**config.mk**
```make
export PLATFORM = sky130hd
export DESIGN_NAME = if_id_queue_flat
export DESIGN_NICKNAME = d
export VERILOG_FILES = /design/src/rtl/if_id_queue_if.sv /design/src/rtl/if_id_queue.sv /design/src/flat_wrapper.sv
export SDC_FILE = /design/constraint.sdc
export NUM_CORES = 1
export LEC_CHECK = 0
export BUFFER_PORTS_ARGS = -buffer_cell sky130_fd_sc_hd__buf_2
export CAP_MARGIN = 20
export CORE_MARGIN = 8
export CORE_UTILIZATION = 55
export DETAILED_ROUTE_END_ITERATION = 8
export PLACE_DENSITY = 0.77
export SYNTH_ARGS = -nofsm -noshare
export SYNTH_HDL_FRONTEND = slang
export SYNTH_SLANG_ARGS = --single-unit
export TNS_END_PERCENT = 5
```
**constraint.sdc**
```tcl
create_clock -name clk -period 3.43 [get_ports clk]
set_input_delay 0.1715 -clock clk [delete_from_list [all_inputs] [get_ports clk]]
set_output_delay 0.1715 -clock clk [all_outputs]
set_load 0.01 [all_outputs]
```
**src/rtl/if_id_queue_if.sv**
```systemverilog
// Fetch-to-decode handshake bundle for the IF/ID queue.
// The fetch side pushes {instruction, NPC} pairs with in_valid/in_ready.
// The decode side pops them with out_valid/out_ready.
// flush redirects the PC and discards queued entries.
interface if_id_queue_if #(
  parameter int DATA_W = 16,
  parameter int DEPTH  = 4
);
  localparam int CNT_W = $clog2(DEPTH + 1);

  logic              in_valid;
  logic [DATA_W-1:0] in_instruction;
  logic [DATA_W-1:0] in_npc;
  logic              in_ready;
  logic              flush;
  logic              out_valid;
  logic [DATA_W-1:0] out_instruction;
  logic [DATA_W-1:0] out_npc;
  logic              out_ready;
  logic [CNT_W-1:0]  count;

  // Pipeline side: drives fetch data, flush and the decode stall.
  modport master (
    output in_valid, in_instruction, in_npc, flush, out_ready,
    input  in_ready, out_valid, out_instruction, out_npc, count
  );

  // Queue side.
  modport slave (
    input  in_valid, in_instruction, in_npc, flush, out_ready,
    output in_ready, out_valid, out_instruction, out_npc, count
  );
endinterface

```
**src/rtl/if_id_queue.sv**
```systemverilog
// IF/ID queue: a small FIFO that decouples the fetch stage from decode.
// A decode stall therefore does not drop fetched instructions. On a PC
// redirect, flush drops every wrong-path entry together with any push
// in the same cycle. The outputs are read combinationally from the head
// entry. A push is visible one cycle later, because there is no bypass.
module if_id_queue #(
  parameter int                DATA_W   = 16,
  parameter int                DEPTH    = 4,
  parameter logic [DATA_W-1:0] NOP_WORD = 16'h0000
) (
  input logic          clk,
  input logic          reset,
  if_id_queue_if.slave bus
);
  localparam int                PTR_W   = $clog2(DEPTH);
  localparam int                CNT_W   = $clog2(DEPTH + 1);
  localparam logic [CNT_W-1:0]  DEPTH_C = CNT_W'(DEPTH);
  localparam logic [PTR_W-1:0]  PTR_ONE = PTR_W'(1);
  localparam logic [CNT_W-1:0]  CNT_ONE = CNT_W'(1);

  // Each entry packs the instruction in the upper half and the NPC in the lower half.
  logic [2*DATA_W-1:0] mem [DEPTH];
  logic [PTR_W-1:0]    wr_ptr;
  logic [PTR_W-1:0]    rd_ptr;
  logic [CNT_W-1:0]    count_q;

  logic                in_ready;
  logic                out_valid;
  logic                push;
  logic                pop;
  logic [2*DATA_W-1:0] head;

  // Handshake qualifiers. A full queue still accepts a push when the head leaves in the same cycle.
  always_comb begin
    in_ready  = (count_q < DEPTH_C) | bus.out_ready;
    out_valid = (count_q != '0);
    push      = bus.in_valid & in_ready  & ~bus.flush;
    pop       = out_valid    & bus.out_ready & ~bus.flush;
  end

  // Storage writes happen only on an accepted push. Entries are not cleared by flush or reset.
  always_ff @(posedge clk) begin
    if (push) begin
      mem[wr_ptr] <= {bus.in_instruction, bus.in_npc};
    end
  end

  // Pointer and occupancy tracking. Flush rewinds the pointers and overrides both handshakes.
  always_ff @(posedge clk or posedge reset) begin
    if (reset) begin
      wr_ptr  <= '0;
      rd_ptr  <= '0;
      count_q <= '0;
    end else if (bus.flush) begin
      wr_ptr  <= '0;
      rd_ptr  <= '0;
      count_q <= '0;
    end else begin
      if (push) begin
        wr_ptr <= wr_ptr + PTR_ONE;
      end
      if (pop) begin
        rd_ptr <= rd_ptr + PTR_ONE;
      end
      case ({push, pop})
        2'b10:   count_q <= count_q + CNT_ONE;
        2'b01:   count_q <= count_q - CNT_ONE;
        default: count_q <= count_q;
      endcase
    end
  end

  // Head presentation. An empty queue shows a NOP, so decode sees a harmless bubble.
  always_comb begin
    head                = mem[rd_ptr];
    bus.in_ready        = in_ready;
    bus.out_valid       = out_valid;
    bus.count           = count_q;
    bus.out_instruction = out_valid ? head[2*DATA_W-1:DATA_W] : NOP_WORD;
    bus.out_npc         = out_valid ? head[DATA_W-1:0]        : '0;
  end
endmodule

```
**src/flat_wrapper.sv**
```systemverilog
// flat-port wrapper written by rule: the top's interface ports become plain ports
module if_id_queue_flat 
#(
  parameter int                DATA_W   = 16,
  parameter int                DEPTH    = 4,
  parameter logic [DATA_W-1:0] NOP_WORD = 16'h0000
)
  (clk, reset, bus_in_valid, bus_in_instruction, bus_in_npc, bus_flush, bus_out_ready, bus_in_ready, bus_out_valid, bus_out_instruction, bus_out_npc, bus_count);
  if_id_queue_if #(.DATA_W(DATA_W), .DEPTH(DEPTH)) bus_i ();
  input logic clk;
  input logic reset;
  input wire logic [$bits(bus_i.in_valid)-1:0] bus_in_valid;
  input wire logic [$bits(bus_i.in_instruction)-1:0] bus_in_instruction;
  input wire logic [$bits(bus_i.in_npc)-1:0] bus_in_npc;
  input wire logic [$bits(bus_i.flush)-1:0] bus_flush;
  input wire logic [$bits(bus_i.out_ready)-1:0] bus_out_ready;
  output wire logic [$bits(bus_i.in_ready)-1:0] bus_in_ready;
  output wire logic [$bits(bus_i.out_valid)-1:0] bus_out_valid;
  output wire logic [$bits(bus_i.out_instruction)-1:0] bus_out_instruction;
  output wire logic [$bits(bus_i.out_npc)-1:0] bus_out_npc;
  output wire logic [$bits(bus_i.count)-1:0] bus_count;
  assign bus_i.in_valid = bus_in_valid;
  assign bus_i.in_instruction = bus_in_instruction;
  assign bus_i.in_npc = bus_in_npc;
  assign bus_i.flush = bus_flush;
  assign bus_i.out_ready = bus_out_ready;
  assign bus_in_ready = bus_i.in_ready;
  assign bus_out_valid = bus_i.out_valid;
  assign bus_out_instruction = bus_i.out_instruction;
  assign bus_out_npc = bus_i.out_npc;
  assign bus_count = bus_i.count;
  if_id_queue #(.DATA_W(DATA_W), .DEPTH(DEPTH), .NOP_WORD(NOP_WORD)) u_core (.clk(clk), .reset(reset), .bus(bus_i));
endmodule
```
==> qor.yml <==
cts_tree: "done"
route.detailed.drc: 0
ys.warnings.count: 0
crit_arrival_ns: 2.56
nNetsFinal: 423
worst_slew_pin_slew_ns: 0.890
clockRootBuffer: "clkbuf_8"
synth.most_common_cell: "edfxtp_1"
crit_slowest_cell: "dfrtp_2"
required_ns: 3.26
die_x_um: 115
synthFlopType: "edfxtp_1"
synthTopCellsByArea: "edfxtp_1, mux4_2, dfrtp_1"
rows: 36
gr-usage-all-layers: 0.174
cts_hold_buf: 35
core_area_mm2: 0.00968
syn_to_final_growth_pct: 27.0
num_vias: 2861
clkTransAtPathRegs_ns: 0.06
clockBufferDepth: 2
ys_ff_latch: 135
dieHeight_um: 115
ctsResizeCount: 0
cp-start-kind: "flip-flop"
synth_edf_count: 128
hold_violations: 0
synthMuxAreaShare: 0.134
dieArea_mm2: 0.0133
avgSynthCellArea_um2: 20.2
synthAdderAreaFrac: 0.0129
yosys-top-cells-count: "edfxtp_1, mux4_2, nor2b_1"
syn_inst: 269
max_stage_delay_ns: 0.76
worstSetupPathType: "flip-flop to output pin"
synth_top_family_by_area: "multiplexers"
dp_hpwl_um: 5660
io_buffer_count: 73
grt_pass1_vias: 3018
synth-simple-area-share: 0.0644
multi_input_area_mm2: 0.00127
nFillCells: 575
synth.largest_area_cell: "edfxtp_1"
synth_cell_types: 35
whs_ns: 0.0860
cts_sinks: 135
period_minus_slack_ns: 2.73
p_per_area_mw_per_mm2: 642
max-slew-margin-rel: 0.407
finalSetupTns_ns: 0
slew_viol_final: 0
ios: 74
crit_path_end_kind: "output pin"
drive_above_1_share: 0.365
drt_pass1_iterations: 4
power.leakage_uw: 0.00248
setup_viol: 0
max_freq_ghz: 0.366
synth-xor-area-share: 0.00322
cts_max_level: 4
gp_congestion: 0.741
synth_area_mm2: 0.00544
drtIter0Drc: 275
ant_nets: 0
grt_antenna_before_repair: 0
grt.overflow.total: 0
synthArstFlopShare: 0.0519
status: "finished, final reports clean"
insertion_delay_ns: 0.52
cts_setup_buffers: 0
clock_skew_ns: 0.00636
seq_area_frac_synth: 0.739
syn_nets: 311
crit_fanout: 19
ir_drop_mv: 0.411
synth_compound_area_frac: 0.0189
routedWlPerCell_um: 20.2
antenna_cells: 0
final-seq-area_mm2: 0.00402
yosysTopAreaCellShare: 0.707
grt_max_degree: 34
min_path_type: "input port to flip-flop"
crit_chain: "buf_4, mux4_2, nor2b_1, buf_2"
finalCritPeriodShare: 0.797
initial_core_util: 0.561
rsz0062_at_grt: "false"
grt_pass1_wl_um: 16700
maxCapViolCount: 0
vias_per_cell: 5.43
numCtsBuffers: 17
wirelength_um: 10700
==> placed cells by master (no fill, tap or decap), types with 2 or more instances in the layout <==
cell type / count
buf_2: 73
dfrtp_2: 2
ha_1: 4
mux4_2: 30
o21ai_0: 4
buf_4: 2
dfrtp_1: 5
nor2b_1: 28
bufinv_16: 7
mux4_1: 2
dlygate4sd3_1: 35
nor3_1: 3
nor2_1: 3
a21oi_1: 5
clkbuf_16: 16
inv_6: 4
nand3_1: 2
edfxtp_1: 128
and2_2: 4
and2b_1: 6
nand2b_1: 3
inv_1: 7
xor2_1: 2
clkinvlp_4: 2
==> path summary, 6_finish.rpt <==
kind                                startpoint                  end  slack (ns)  cells past startpoint
max                           u_core.rd_ptr[0]      bus_out_npc[12]        0.70                      4
min                              bus_out_ready  u_core.bus.count[0]        0.09                      3
max reg2reg                u_core.bus.count[2]     u_core.mem[0][7]        1.18                      3
min reg2reg                   u_core.wr_ptr[1]     u_core.wr_ptr[1]        0.62                      2
max in group asynchronous                reset     u_core.rd_ptr[0]        3.05                      3
min in group asynchronous                reset     u_core.wr_ptr[1]        0.14                      3
==> metal layers <==
| metal | GRT usage | vias up | wire [µm] | share of wire |
|---|---|---|---|---|
| li1 | - | 1290 | - | - |
| met1 | 0.205 | 1445 | 4220 | 0.40 |
| met2 | 0.293 | 105 | 5650 | 0.53 |
| met3 | 0.0412 | 21 | 562 | 0.053 |
| met4 | 0.0876 | 0 | 217 | 0.020 |
| met5 | 0 | - | 0 | 0 |
==> through the flow <==
| stage | power, µW | setup slack, ns | cells | area (µm²) | util |
|---|---|---|---|---|---|
| finish | 4430 | 0.695 | 527 | 6910 | 0.713 |
| global route | 4550 | 0.508 | 527 | 6910 | 0.713 |
| CTS | 4450 | 0.574 | 527 | 6910 | 0.713 |
| detailed placement | 2320 | 1.17 | 460 | 5870 | 0.606 |
| global placement | 2310 | 1.17 | 460 | 5870 | 0.606 |
| floorplan | 2190 | 1.11 | 269 | 5440 | - |
==> final cells by class <==
cell class,instances,area share
repair buffers,110,0.106
well taps,133,0.0241
multi-input cells,110,0.184
clock buffers,18,0.0605
inverters,7,0.00381
clock inverters,14,0.0390
flip-flops and latches,135,0.582
==> logic make-up (layout without fill, tap and decap cells) <==
kind of cell / after synthesis / in the layout
adders and majority gates: 5 / 5
muxes: 32 / 32
buffers and inverters: 24 / 149
xor gates and xnor gates: 2 / 2
AOI/OAI and AO/OA: 16 / 16
DFF: 135 / 135
and+or+nand+nor: 55 / 55
==> registers in the layout, summed over array words and instances, names as in the netlist <==
register	flops
u_core.bus.count	3
u_core.wr_ptr	2
u_core.rd_ptr	2
u_core.mem	128
==> worst max-delay path: cells and delay by family (launching register included) <==
family	cells	cell delay, ns
flip-flops	1	0.76
buffers and inverters	2	0.58
multiplexers	1	0.56
AND/OR/NAND/NOR	1	0.14
==> power by group <==
part	internal (µW)	switching (µW)
clock network	1410	705
registers	1850	46.5
logic	219	199
Power figures use the tool's default switching activity.
